==> src/rtl/mux_arb_pkg.sv <==
// Shared constants and helpers for the round-robin mux arbiter.
// FSM state encodings and requester-count derivation.
package mux_arb_pkg;

  localparam logic [0:0] ST_IDLE  = 1'b0;
  localparam logic [0:0] ST_GRANT = 1'b1;

  function automatic int n_req(input int sel_w);
    return 1 << sel_w;
  endfunction

  function automatic int rst_ptr(input int sel_w);
    return (1 << sel_w) - 1;
  endfunction

endpackage

==> src/rtl/mux_rr_arbiter_rr_pick.sv <==
// Round-robin picker: first eligible request above ptr, cyclically.
// Purely combinational; shared by idle arbitration and re-arbitration.
module rr_pick
  import mux_arb_pkg::*;
#(
  parameter int SEL_W = 3,
  localparam int N = n_req(SEL_W)
) (
  input  logic [N-1:0]     req,
  input  logic [N-1:0]     mask,
  input  logic [SEL_W-1:0] ptr,
  output logic [N-1:0]     win,
  output logic [SEL_W-1:0] idx,
  output logic             any
);

  logic [N-1:0]     elig;
  logic [SEL_W-1:0] pos;

  assign elig = req & mask;

  // Scan from ptr+1 upward with natural wrap; ptr itself is last.
  always_comb begin
    win = '0;
    idx = '0;
    any = 1'b0;
    pos = '0;
    for (int k = 1; k <= N; k++) begin
      pos = ptr + SEL_W'(k);
      if (!any && elig[pos]) begin
        any = 1'b1;
        idx = pos;
      end
    end
    if (any) win[idx] = 1'b1;
  end

endmodule

==> src/rtl/mux_rr_arbiter.sv <==
// Round-robin arbiter driving the 8:1 mux select with valid/ready out.
// Optional MUX_ARB_LOCK_EN adds a lock input for multi-beat bursts.
module mux_rr_arbiter
  import mux_arb_pkg::*;
#(
  parameter int SEL_W = 3,
  parameter int CNT_W = 16,
  localparam int N_REQ = n_req(SEL_W)
) (
  input  logic             clk,
  input  logic             rst,
  input  logic [N_REQ-1:0] req,
  input  logic             out_ready,
`ifdef MUX_ARB_LOCK_EN
  input  logic             lock,
`endif
  output logic [N_REQ-1:0] gnt,
  output logic [SEL_W-1:0] sel,
  output logic             out_valid,
  output logic             busy,
  output logic [CNT_W-1:0] xfer_cnt
);

  logic [0:0]       state;
  logic [SEL_W-1:0] ptr;
  logic [N_REQ-1:0] p_mask;
  logic [SEL_W-1:0] p_ptr;
  logic [N_REQ-1:0] p_win;
  logic [SEL_W-1:0] p_idx;
  logic             p_any;
  logic             xfer;
  logic             held;
  logic             lock_hold;

  assign xfer = out_valid & out_ready;
  assign held = |(req & gnt);

`ifdef MUX_ARB_LOCK_EN
  assign lock_hold = lock & held;
`else
  assign lock_hold = 1'b0;
`endif

  // In GRANT the winner is masked and the scan starts just past it.
  assign p_mask = (state == ST_GRANT) ? ~gnt : '1;
  assign p_ptr  = (state == ST_GRANT) ? sel : ptr;

  rr_pick #(
    .SEL_W (SEL_W)
  ) u_pick (
    .req  (req),
    .mask (p_mask),
    .ptr  (p_ptr),
    .win  (p_win),
    .idx  (p_idx),
    .any  (p_any)
  );

  // Grant FSM, pointer and transfer counter.
  always_ff @(posedge clk) begin
    if (rst) begin
      state     <= ST_IDLE;
      ptr       <= SEL_W'(rst_ptr(SEL_W));
      gnt       <= '0;
      sel       <= '0;
      out_valid <= 1'b0;
      busy      <= 1'b0;
      xfer_cnt  <= '0;
    end else begin
      case (state)
        ST_IDLE: begin
          if (p_any) begin
            gnt       <= p_win;
            sel       <= p_idx;
            out_valid <= 1'b1;
            busy      <= 1'b1;
            state     <= ST_GRANT;
          end
        end
        ST_GRANT: begin
          if (xfer) begin
            xfer_cnt <= xfer_cnt + CNT_W'(1);
            if (!lock_hold) begin
              ptr <= sel;
              if (p_any) begin
                gnt <= p_win;
                sel <= p_idx;
              end else begin
                gnt       <= '0;
                out_valid <= 1'b0;
                busy      <= 1'b0;
                state     <= ST_IDLE;
              end
            end
          end else if (!held) begin
            gnt       <= '0;
            out_valid <= 1'b0;
            busy      <= 1'b0;
            state     <= ST_IDLE;
          end
        end
        default: state <= ST_IDLE;
      endcase
    end
  end

endmodule
==> config.mk <==
export PLATFORM = sky130hd
export DESIGN_NAME = mux_rr_arbiter
export DESIGN_NICKNAME = d
export VERILOG_FILES = /design/src/rtl/mux_arb_pkg.sv /design/src/rtl/mux_rr_arbiter_rr_pick.sv /design/src/rtl/mux_rr_arbiter.sv
export SDC_FILE = /design/constraint.sdc
export NUM_CORES = 1
export LEC_CHECK = 0
export CAP_MARGIN = 20
export CORE_MARGIN = 2
export CORE_UTILIZATION = 58
export CTS_CLUSTER_DIAMETER = 150
export DETAILED_ROUTE_END_ITERATION = 10
export PLACE_DENSITY_LB_ADDON = 0.08
export SYNTH_ARGS = -nofsm -noshare
export SYNTH_HDL_FRONTEND = slang
export SYNTH_SLANG_ARGS = --single-unit
==> constraint.sdc <==
create_clock -name clk -period 4.9 [get_ports clk]
set_input_delay 0.98 -clock clk [delete_from_list [all_inputs] [get_ports clk]]
set_output_delay 0.98 -clock clk [all_outputs]
set_load 0.02 [all_outputs]
==> results_dict.tcl <==
set metrics [dict create \
    portBuffers 39 \
    n_antenna_cell 0 \
    yosysUniqueCellTypes 63 \
    endpoint_kind "register" \
    overflow 0 \
    die_w_um 68.9 \
    ctsHoldBuffers 0 \
    grt_max_degree 27 \
    slew_headroom_pct 26.9 \
    grt_pass1_vias 1955 \
    drive_gt1_share_pct 10.6 \
    drc 0 \
    cts_made_buffers 5 \
    synth_fa_ha_area_share_pct 1.54 \
    netlist_area_sq_mm 0.00244 \
    yosysMostFrequentCell "nand2_1" \
    r2r_start "state" \
    finalSetupViolCount 0 \
    first_pass_iters 4 \
    synthSimpleGateAreaFrac_pct 24.8 \
    die_y_um 68.9 \
    seq_area_frac_synth_pct 26.3 \
    synth-xor-area-share_pct 7.08 \
    ios 40 \
    rows 23 \
    final_antenna_net_count 0 \
    async_flop_share_pct 0 \
    netlist_top_cells_area "dfxtp_1 26%, mux2i_1 5.7%, nand2_1 5.7%" \
    post_cts_resize_count 0 \
    grtUsageTotal_pct 26.2 \
    pwr_density_cell_mw_per_mm2 572 \
    cts_tree "built" \
    cp_max_fo 14 \
    place.gp.congestion 0.955 \
    vdd_drop_max_mv 0.341 \
    fmax_mhz 242 \
    avgSynthCellArea_sq_um 8.21 \
    tightest_slew_ps 1090 \
    reg2reg_to "gnt[7]" \
    clock-sinks 32 \
    viasPerCell 5.93 \
    worstSetupStartpoint "state" \
    synth_compound_area_share_pct 20.7 \
    synth-main-ff-cell "dfxtp_1" \
    finalCritPeriodShare_pct 84.3 \
    skew_ps 5.29 \
    p_leak_nw 1.11 \
    synth_top_family_by_area "simple AND/OR/NAND/NOR gates" \
    antenna_found_initial 0 \
    start_util_pct 60.6 \
    rsz0062_at_grt "false" \
    r2r_cells 12 \
    synthCells 297 \
    post_cts_buffers 0 \
    synth_top_cell_by_area "dfxtp_1" \
    tns_ps 0 \
    cts.clk_slew.worst_paths_ps 60 \
    synth_nets 311 \
    cap_violations 0 \
    post-dp-hpwl_mm 4.45 \
    cts_buffer_depth 2 \
    grt_first_pass_wirelength_mm 9.27 \
    postRouteWirelength_mm 5.92 \
    hold_viol_final 0 \
    start_kind "register" \
    status "finished clean" \
    synthMuxAreaShare_pct 14.7 \
    cp.arrival_ps 4290 \
    maxSlewViolCount 0 \
    finalCriticalPeriod_ps 4130 \
    synth-edff-count 0 \
    nets 344 \
    ctsRootBufferMaster "clkbuf_8" \
    clk_latency_ps 280 \
    synthToLayoutAreaGrowth_pct 19.0 \
    post_drt_wl_per_cell_um 15.6 \
    ys_seq_elements 32 \
    dieArea_sq_mm 0.00474 \
    drt_iter0_markers 163 \
    fin_util_pct 72.0 \
    r2r_slack_ps 770 \
    yosys-top-cells-count "37 x nand2_1, 35 x nor2_1, 32 x dfxtp_1" \
    yosysWarnings 0 \
    coreArea_sq_mm 0.00403 \
    hp-class "reg -> reg" \
    netlist.area_leader.share_pct 26.3 \
    crit_required_ps 5060 \
    path_class "reg -> reg" \
    crit_end "gnt[7]" \
    h-tree-depth 2 \
    vias 2253 \
]
-- critical path: stages (launching register included) --
cell      delay [ps]
dfxtp_1          500
buf_4            270
mux2i_4          500
inv_4            160
ha_1             300
xnor2_2          420
mux2_2           390
a221o_1          380
o21ai_2          170
nor4b_1          120
o31ai_1          520
nand2b_1         210
o21ai_1           80
-- sequential cells by signal, indices dropped and copies added, names as in the netlist --
| signal | flops |
|---|---|
| sel | 3 |
| xfer_cnt | 16 |
| busy | 1 |
| gnt | 8 |
| state | 1 |
| ptr | 3 |
-- power breakdown --
| group | internal [mW] | switching (mW) | leakage, nW |
|---|---|---|---|
| clock network | 0.0962 | 0.0860 | 0.0410 |
| registers | 0.304 | 0.0508 | 0.260 |
| logic | 0.464 | 0.658 | 0.806 |
| total | 0.864 | 0.795 | 1.11 |
-- layout make-up --
cell class,instances,area [sq um]
Multi-Input combinational cell,242,1680
Fill cell,342,1130
Sequential cell,32,641
Timing Repair Buffer,42,413
Clock buffer,6,72.6
Tap cell,50,62.6
Inverter,7,28.8
Clock inverter,1,5.00
-- cell families (layout without fill, tap and decap cells) --
family / Yosys count / in the layout
multiplexers: 29 / 29
AND/OR/NAND/NOR: 121 / 121
buffers and inverters: 23 / 56
adder cells (fa/ha/maj): 3 / 3
XOR/XNOR: 18 / 18
AO/OA/AOI/OAI: 71 / 71
flip-flops: 32 / 32
-- how the worst min path moves through the flow --
stage / start / end / slack (ps) / depth (start not counted)
finish: gnt[0] / gnt[0] / 490 / 2
global route: gnt[6] / gnt[6] / 520 / 2
global placement: gnt[6] / gnt[6] / 480 / 2
floorplan: ptr[0] / ptr[0] / 480 / 2
CTS: gnt[0] / gnt[0] / 490 / 2
detailed placement: gnt[0] / gnt[0] / 480 / 2
-- layout by cell type, fill, tap and decap left out, types with 3 or more instances in the layout --
master	netlist	routed
clkdlybuf4s50_1	0	39
nand2_1	37	37
nor2_1	35	35
dfxtp_1	32	32
mux2i_1	14	14
xor2_1	13	13
a21oi_1	12	12
nand3_1	10	10
mux2_2	7	7
nor3_1	7	7
o21ai_1	7	7
o21ai_0	6	6
nand4_1	6	6
a21boi_0	5	5
inv_1	5	5
o22ai_1	5	5
a221oi_1	5	5
nand2b_1	5	5
clkbuf_8	0	5
mux2i_4	4	4
and3_1	4	4
a21boi_1	4	4
a22oi_1	4	4
xnor2_1	3	3
nand3b_1	3	3
and2_1	3	3
a211oi_1	3	3
ha_1	3	3
buf_4	3	3
-- layer usage --
metal | vias up | wire length (um) | track usage, %
met5 | - | 0 | 0
met3 | 6 | 286 | 4.55
met1 | 1044 | 2880 | 35.6
met4 | 0 | 58 | 7.11
li1 | 1143 | - | -
met2 | 60 | 2690 | 42.9
-- per-stage QoR --
step	hold slack, ps	instance area (sq um)	power (mW)	std cells	worst slack, ps
floorplan	484	2440	1.21	297	1570
global placement	485	2830	1.45	373	860
detailed placement	479	2830	1.46	373	796
CTS	487	2900	1.65	380	803
global route	518	2900	1.78	380	458
finish	486	2900	1.66	380	771
(Power assumes the default switching activity.)
==> RTL change: new RTL, config.mk and constraints unchanged <==
Build with the macro `MUX_ARB_LOCK_EN` defined.
--- a/src/rtl/mux_rr_arbiter.sv
+++ b/src/rtl/mux_rr_arbiter.sv
@@ -1,4 +1,6 @@
 // Round-robin arbiter driving the 8:1 mux select with valid/ready out.
 // Optional MUX_ARB_LOCK_EN adds a lock input for multi-beat bursts.
+`define MUX_ARB_LOCK_EN
+
 module mux_rr_arbiter
   import mux_arb_pkg::*;
Interface: changed (added lock); port bits go from 40 to 41. The function was not compared with the original's and may differ.
==> RTL change against the unedited design <==
Clock power grew 52%. Wire length is 33% higher. Power up 28%. Area after synthesis increased by 11%. Fmax is 7.3% lower. Synthesized cell count up 13%. Cell area rose by 14%. Core utilization increased by 2.7 points. Combinational power up 32%. Worst setup slack lost 330 ps. Worst hold slack better by 12 ps. Sequential cell count did not move. Critical endpoint is now gnt[6].
==> RTL change: results <==
{
  "cts.repair.resized": 0,
  "clk_pin_slew_ps": 70,
  "ys_seq_area_frac": 0.2358,
  "yosys_warnings": 0,
  "ys_types": 60,
  "antenna_found_initial": 0,
  "status": "finished clean",
  "n_fill_cell": 346,
  "antenna_cells": 0,
  "crit_arrival_ps": 4680,
  "h-tree-depth": 2,
  "grt_usage": 0.3121,
  "largest_registers": "xfer_cnt: 16 flops, gnt: 8 flops",
  "hp-start": "ptr[0]",
  "drt_iter0_drc": 382,
  "synthTopCellsByCount": "43 x nor2_1, 32 x dfxtp_1, 30 x mux2i_1, 29 x nand2_1, 15 x nand3_1",
  "vdd_drop_max_mv": 0.4012,
  "cts_root_buf": "clkbuf_8",
  "async_reset_ff_frac": 0,
  "slew_violations": 0,
  "synthFlopType": "dfxtp_1",
  "setup_viol": 0,
  "drive_gt1_frac": 0.1187,
  "cp-startpoint": "state",
  "vias": 2851,
  "worst_pin_slew_ps": 905.6,
  "path_max_fanout": 10,
  "syn_nets": 352,
  "fin_skew_ps": 5.144,
  "cts_setup_buffers": 0,
  "first_pass_iters": 6,
  "wl_per_cell_um": 18.20,
  "p_leak_nw": 1.299,
  "r2r_setup_slack_ps": 450,
  "grt_max_degree": 27,
  "place.gp.congestion": 0.9169,
  "numPortBuffers": 40,
  "grt_pass1_vias": 2689,
  "dpl.hpwl_um": 5803,
  "final_net_count": 393,
  "grt_pass1_wl_um": 12940,
  "clock_latency_ps": 290,
  "synth_area_leaders": "dfxtp_1 24%, mux2i_1 11%, nor2_1 5.9%",
  "maxCapViolCount": 0
}
## RTL change: cell count changes in the layout (fill, tap and decap cells not counted), sizes merged, moves of 4 or more
cell | before | now
mux2i | 20 | 32
a32o | 1 | 8
buf | 3 | 14
nand3 | 10 | 15
mux2 | 9 | 2
a221oi | 5 | 0
nor2 | 37 | 43
nor3 | 7 | 12
a21bo | 0 | 4
a22oi | 4 | 9
nand2 | 37 | 29
o21ai | 14 | 9
## RTL change: per-stage QoR
stage	cells	cell area [um^2]	hold slack, ps	setup slack [ps]	power (W)
6_report	431	3323	498.0	445.8	0.002122
5_1_grt	431	3323	524.5	147.7	0.002262
4_1_cts	431	3323	499.0	528.0	0.002098
3_5_place_dp	423	3197	479.9	569.2	0.001814
3_3_place_gp	423	3197	473.8	638.0	0.001806
2_1_floorplan	337	2716	434.7	615.4	0.001448
## RTL change: power by group
| part | switching, W | leakage, nW | internal (W) |
|---|---|---|---|
| combinational | 0.000884 | 0.975 | 0.000601 |
| sequential | 0.0000596 | 0.260 | 0.000303 |
| clock | 0.0000965 | 0.0645 | 0.000179 |
## RTL change: logic make-up (layout without fill, tap and decap cells)
| family | after synthesis | count (layout) | synth area share |
|---|---|---|---|
| and+or+nand+nor | 134 | 134 | 0.2437 |
| AOI/OAI and AO/OA | 86 | 86 | 0.2432 |
| muxes | 37 | 37 | 0.1603 |
| DFF | 32 | 32 | 0.2358 |
| buffers and inverters | 27 | 69 | 0.04515 |
| xor gates and xnor gates | 18 | 18 | 0.05804 |
| adders and majority gates | 3 | 3 | 0.01382 |
## RTL change: layout make-up
cell class / instances / area [um^2] / area share
clock buffer: 7 / 96.34 / 0.02899
clock inverter: 1 / 30.03 / 0.009036
inverter: 7 / 28.78 / 0.008660
multi-input combinational: 278 / 1957 / 0.5889
sequential: 32 / 640.6 / 0.1928
tap: 52 / 65.06 / 0.01958
timing repair buffer: 54 / 505.5 / 0.1521
## RTL change: worst paths after layout
check	cells after the start	endpoint
min	1	ptr[0]
min reg2reg	1	ptr[0]
max	11	gnt[6]
max reg2reg	11	gnt[6]
## RTL change: worst max-delay path, stage by stage, from the launching register on
cell and delay [ps]:
dfxtp_1 680, mux2i_4 470, ha_1 310, xnor2_1 390, mux2i_1 400, mux2i_1 120
a211o_1 400, or3_4 410, a211oi_1 260, a211oi_1 120, nor3_1 550, a32o_1 270
## RTL change: metal layers
| metal | wire (um) | vias up | GRT usage |
|---|---|---|---|
| met5 | 0 | - | 0 |
| met4 | 298 | 0 | 0.1440 |
| met3 | 572 | 33 | 0.05694 |
| met2 | 3842 | 146 | 0.5413 |
| met1 | 3131 | 1319 | 0.3735 |
| li1 | - | 1353 | - |
